**src/rtl/serial_latch_loader.sv**
```systemverilog
// serial_latch_loader: assembles a serial MSB-first word, then drives D and the
// shared latch enable E with guaranteed setup, enable and hold windows.
module serial_latch_loader #(
    parameter int WIDTH      = 8,
    parameter int SETUP_CYC  = 1,
    parameter int ENABLE_CYC = 2,
    parameter int HOLD_CYC   = 1
) (
    input  logic             CLK,
    input  logic             RST_N,
    input  logic             SIN,
    input  logic             SIN_VALID,
    output logic             SIN_READY,
    input  logic             CLR,
    output logic [WIDTH-1:0] D,
    output logic             E,
    output logic             BUSY,
    output logic             DONE
);
    localparam int MAX_A = SETUP_CYC > ENABLE_CYC ? SETUP_CYC : ENABLE_CYC;
    localparam int MAX_C = MAX_A > HOLD_CYC ? MAX_A : HOLD_CYC;
    localparam int PW    = $clog2(MAX_C + 1);
    localparam int CW    = $clog2(WIDTH + 1);

    typedef enum logic [2:0] {IDLE, SHIFT, SETUP, ENABLE, HOLD} state_t;

    state_t           state, state_next;
    logic [PW-1:0]    phase;
    logic [CW-1:0]    count;
    logic [WIDTH-2:0] shift;
    logic [WIDTH-1:0] word;
    logic             xfer, last, phase_end;

    assign word      = {shift, SIN};
    assign xfer      = SIN_VALID && SIN_READY;
    assign last      = count == CW'(WIDTH - 1);
    assign phase_end = phase == '0;

    always_ff @(posedge CLK or negedge RST_N) begin
        if (!RST_N) state <= IDLE;
        else        state <= state_next;
    end

    always_comb begin
        state_next = state;
        case (state)
            IDLE:    state_next = xfer ? SHIFT : IDLE;
            SHIFT:   state_next = CLR ? IDLE : (xfer && last) ? SETUP : SHIFT;
            SETUP:   state_next = phase_end ? ENABLE : SETUP;
            ENABLE:  state_next = phase_end ? HOLD : ENABLE;
            HOLD:    state_next = phase_end ? IDLE : HOLD;
            default: state_next = IDLE;
        endcase
    end

    always_comb begin
        SIN_READY = state == IDLE || state == SHIFT;
        BUSY      = state != IDLE;
    end

    // E and DONE come straight from flops so the latch bank never sees decode glitches
    always_ff @(posedge CLK or negedge RST_N) begin
        if (!RST_N) begin
            E    <= 1'b0;
            DONE <= 1'b0;
        end else begin
            E    <= state_next == ENABLE;
            DONE <= state == HOLD && phase_end;
        end
    end

    always_ff @(posedge CLK or negedge RST_N) begin
        if (!RST_N) begin
            phase <= '0;
        end else if (state_next != state) begin
            phase <= state_next == SETUP  ? PW'(SETUP_CYC - 1)  :
                     state_next == ENABLE ? PW'(ENABLE_CYC - 1) :
                     state_next == HOLD   ? PW'(HOLD_CYC - 1)   : '0;
        end else if (!phase_end) begin
            phase <= phase - 1'b1;
        end
    end

    always_ff @(posedge CLK or negedge RST_N) begin
        if (!RST_N) begin
            shift <= '0;
            count <= '0;
            D     <= '0;
        end else if (state == SHIFT && CLR) begin
            shift <= '0;
            count <= '0;
        end else if (xfer) begin
            shift <= word[WIDTH-2:0];
            count <= (state == SHIFT && last) ? '0 : count + 1'b1;
            if (state == SHIFT && last) D <= word;
        end
    end
endmodule
```
**config.mk**
```make
export PLATFORM = sky130hd
export DESIGN_NAME = serial_latch_loader
export DESIGN_NICKNAME = d
export VERILOG_FILES = /design/src/rtl/serial_latch_loader.sv
export SDC_FILE = /design/constraint.sdc
export NUM_CORES = 1
export LEC_CHECK = 0
export CAP_MARGIN = 30
export CORE_MARGIN = 5
export CORE_UTILIZATION = 57
export CTS_CLUSTER_DIAMETER = 30
export CTS_CLUSTER_SIZE = 28
export DETAILED_ROUTE_END_ITERATION = 6
export PLACE_DENSITY = 0.84
export SETUP_SLACK_MARGIN = 0.15
export SLEW_MARGIN = 10
export SYNTH_ARGS = -nofsm -noshare
export SYNTH_HDL_FRONTEND = slang
export SYNTH_SLANG_ARGS = --single-unit
```
**constraint.sdc**
```tcl
create_clock -name CLK -period 4.38 [get_ports CLK]
set_clock_uncertainty 0.05 [all_clocks]
set_input_delay 0.876 -clock CLK [delete_from_list [all_inputs] [get_ports CLK]]
set_output_delay 0.876 -clock CLK [all_outputs]
set_load 0.01 [all_outputs]
```
-- Word-level counts from Yosys, hierarchy flattened
Index checks and enable logic that the tools add are counted.
- flip-flop bits (word level): 26
- word-level logic and storage cells: 46
- input bits: 5
- bitwise logic cells: 1
- mux-type cells: 16
- add/sub/neg operators: 2
- reductions and logical operators: 11
- equality and inequality tests: 9
- operators with widths (operator ; count):
    3-bit case mux with 5 select lines ; 1
    7-bit two-way mux ; 2
    3-bit by 2-bit equality test with 1-bit output, second input constant ; 4
    4-bit two-way mux ; 3
    2-bit two-way mux ; 4
    3-bit two-way mux ; 2
    1-bit logical AND ; 5
    4-bit by 1-bit adder with 4-bit output, second input constant ; 1
    4-bit by 3-bit equality test with 1-bit output, second input constant ; 1
    1-bit two-way mux ; 4
    3-bit by 1-bit equality test with 1-bit output, second input constant ; 1
    3-bit equality test, second input constant ; 1
    3-bit logical NOT ; 1
    3-bit inequality test ; 1
    3-bit AND reduction ; 1
    3-bit nonzero test ; 1
    2-bit logical NOT ; 1
    2-bit by 1-bit inequality test with 1-bit output, second input constant ; 1
    2-bit nonzero test ; 1
    2-bit by 1-bit subtractor with 2-bit output, second input constant ; 1
    1-bit logical OR ; 1
    1-bit inverter ; 1

-- Logic depth before layout (Yosys ltp)
- depth after elaboration: 11
- gate-level depth with buffers: 6

-- Least setup slack after synthesis
OpenSTA, ideal clock, no wires.
- kind: input to register
- start: input port SIN_VALID
- end: register D[0]
- data required time: 4205 ps
- cell stages on the path: 4
- buffers on the path: 1
- slack: 2540 ps
- library setup time: 125 ps
- data arrival time: 1665 ps
- cell sequence: and4b_1 and3_1 buf_6 mux2_4
- longest elaborated chain between the ends: 2
- ends and longest elaborated chain (what ; RTL line ; RTL):
    start: declaration ; 12 ; input logic SIN_VALID,
    1-bit logical AND ; 35 ; assign xfer = SIN_VALID && SIN_READY;
    3-bit AND reduction (no source line) ; n/a ;
    end signal: assignment ; 95 ; if (state == SHIFT && last) D <= word;
    end: declaration ; 15 ; output logic [WIDTH-1:0] D,
Every way passes these cells.
A chain may end at the register's enable or synchronous reset.

-- Final worst setup path
- start: register state[2]
- end: output port SIN_READY
- longest elaborated chain between the ends: 2
- ends and longest elaborated chain (what ; RTL line ; RTL):
    start: declaration ; 27 ; state_t state, state_next;
    start signal: assignment ; 41 ; else state <= state_next;
    3-bit by 1-bit equality test with 1-bit output or 3-bit logical NOT (tied branches) ; 57 ; SIN_READY = state == IDLE || state == SHIFT;
    1-bit logical OR * ; 57 ;
    end: declaration ; 13 ; output logic SIN_READY,
Mark *: on every way between the ends. The rest lies on a longest branch, timed or not.

==> impl_metrics.py <==
metrics = {
    "sta": {
        "relSlewSlack_pct": 56.87,
        "hold_viol": 0,
        "max_freq_mhz": 371.7,
        "worst_pin_slew_ps": 644.1,
        "finalSetupTns_ps": 0,
        "rsz0062_at_grt": "no",
        "period_share_pct": 61.43,
        "setup_viol": 0,
        "maxSlewViolCount": 0,
        "whs_ps": 483.7,
        "finalWorstSetupSlack_ps": 1690,
        "fin_crit_ps": 2691,
    },
    "logic_synthesis": {
        "synth_area_um2": 1231,
        "yosys_warnings": 0,
        "avgSynthCellArea_um2": 12.56,
        "async_flop_share_pct": 100.0,
        "synth-main-ff-cell": "dfrtp_1",
        "synthTopCellsByArea": "dfrtp_1 (53%), mux2_4 (9.8%), a22o_1 (7.1%), ha_1 (2.0%), a211oi_1 (1.8%)",
        "yosys.area.top_type": "dfrtp_1",
        "synth_edf_count": 0,
        "seq_area_frac_synth_pct": 52.85,
        "synth_commonest_cells": "dfrtp_1 (26), a22o_1 (10), mux2_4 (8), inv_1 (5), a21oi_1 (4)",
        "yosysUniqueCellTypes": 37,
        "ys_seq_elements": 26,
        "synthesis.nets": 105,
        "synthCells": 98,
        "yosysTopAreaCellShare_pct": 52.85,
        "yosysMostFrequentCell": "dfrtp_1",
    },
    "grt": {
        "grt_max_degree": 21,
        "track_usage_pct": 16.79,
        "antenna_found_initial": 0,
        "grt_pass1_vias": 852,
        "grt_first_pass_wirelength_mm": 4.160,
        "grt_overflow_total": 0,
    },
    "die": {
        "core-area_um2": 2002,
        "fp-row-count": 16,
        "fp.dieW_um": 56.48,
        "chipHeight_um": 56.48,
        "die-area_um2": 3189,
        "start_util_pct": 61.50,
        "pin_count": 17,
    },
    "routing": {
        "via_count": 822,
        "wl_mm": 2.336,
        "vias_per_cell": 5.748,
        "firstDrtPassIters": 4,
        "route.detailed.drc": 0,
        "wl_per_cell_um": 16.34,
        "drt_iter0_markers": 15,
        "postRouteAntennaNets": 0,
    },
    "cts": {
        "cts_resized": 0,
        "cts-buffers-inserted": 3,
        "worst_skew_pair.late_latency_ps": 320,
        "clkTransAtPathRegs_ps": 150,
        "tritoncts": "done",
        "cts_htree_levels": 1,
        "postCtsSetupRepairBufs": 0,
        "ctsRootBufferMaster": "clkbuf_4",
        "clockBufferDepth": 2,
        "cts.sinks": 26,
        "cts_hold_buf": 0,
    },
    "worst_setup_path": {
        "reg2reg_to": "D[1]",
        "path_class": "reg -> out",
        "reg2reg_from": "count[0]",
        "rr_worst_depth": 4,
        "rrSetupSlack_ps": 2470,
        "worst_setup_path_start_kind": "flop",
        "end_kind": "primary output",
        "crit_fanout": 8,
        "cp.required_ps": 3450,
        "critical_path_arrival_ps": 1760,
        "startpoint": "state[2]",
        "endpoint": "SIN_READY",
    },
    "finish": {
        "area_delta_synth_final_pct": 19.51,
        "n_fill_cell": 146,
        "n_antenna_cell": 0,
        "nets": 124,
        "layout-drive-gt1-share_pct": 16.38,
        "design_area_um2": 1471,
    },
    "job": {
        "drv_cap": 0,
    },
    "run_status": {
        "status": "completed",
    },
    "pwr": {
        "p_per_area_nw_per_um2": 580.6,
        "power_mw": 0.8543,
        "vdd_drop_max_v": 0.0004079,
        "leakagePower_nw": 0.6587,
    },
    "placed_design": {
        "gp_congestion": 0.7694,
        "dp_hpwl_mm": 1.657,
        "pre_cts_slack_ps": 1608,
        "place_area_um2": 1419,
        "portBuffers": 16,
    },
    "worst_hold_path": {
        "hold_class": "reg -> reg",
    },
}
==> final cells by class <==
cell class                      instances  area [um^2]  share of cell area, %
Clock buffer                            3        22.52                  1.531
Multi-Input combinational cell         63        534.3                  36.31
Timing Repair Buffer                   17        175.2                  11.90
Inverter                                6        25.02                  1.701
Tap cell                               27        33.78                  2.296
Clock inverter                          1        30.03                  2.041
Sequential cell                        26        650.6                  44.22
==> flip-flops by register name (all words and copies together) (netlist names) <==
name   count
E          1
state      3
shift      7
DONE       1
phase      2
D          8
count      4
==> cell usage in the layout, fill, tap and decap left out, types with 3 or more instances in the layout <==
| cell | synthesis | routed |
|---|---|---|
| clkbuf_4 | 0 | 3 |
| a21oi_1 | 4 | 4 |
| nand2_1 | 3 | 3 |
| mux2_4 | 8 | 8 |
| dfrtp_1 | 26 | 26 |
| clkdlybuf4s50_1 | 0 | 16 |
| a211oi_1 | 3 | 3 |
| nor2_1 | 3 | 3 |
| inv_1 | 5 | 5 |
| a22o_1 | 10 | 10 |
| nand2b_1 | 3 | 3 |
==> cell families after synthesis <==
group | after synthesis | share of synthesized area [%]
AOI/OAI and AO/OA | 26 | 16.36
xor gates and xnor gates | 2 | 1.423
adders and majority gates | 2 | 2.032
buffers and inverters | 9 | 3.761
DFF | 26 | 52.85
muxes | 8 | 9.756
and+or+nand+nor | 25 | 13.82
==> worst max-delay path: stages (launching register included) <==
cell	delay [ps]
dfrtp_1	490
or2_4	320
inv_4	100
clkdlybuf4s50_1	540
==> stage by stage <==
stage / utilization (%) / std cells
2_1_floorplan: - / 98
3_3_place_gp: 70.13 / 138
3_5_place_dp: 70.88 / 139
4_1_cts: 73.50 / 143
5_1_grt: 73.50 / 143
6_report: 73.50 / 143
==> power by group <==
part	internal, mW	switching, mW
registers	0.300	0.0685
clock network	0.0925	0.0735
logic	0.160	0.160
total	0.553	0.302
==> metal layers <==
layer  vias to the layer above  global-route usage [%]  share of wire [%]
met1                       405                   22.74                 47
met2                        17                   25.41                 47
li1                        398                       -                  -
met3                         2                   3.440                4.2
met5                         -                       0                  0
met4                         0                   8.136                1.1
==> how the worst min path moves through the flow <==
| stage | slack, ps | to | cells past startpoint | start |
|---|---|---|---|---|
| 6_report | 480 | D[7] | 1 | D[7] |
| 5_1_grt | 510 | D[7] | 1 | D[7] |
| 4_1_cts | 480 | D[7] | 1 | D[7] |
| 3_5_place_dp | 450 | D[7] | 1 | D[7] |
| 3_3_place_gp | 440 | shift[6] | 1 | shift[6] |
| 2_1_floorplan | 420 | shift[6] | 1 | shift[6] |
Power figures use the tool's default switching activity.
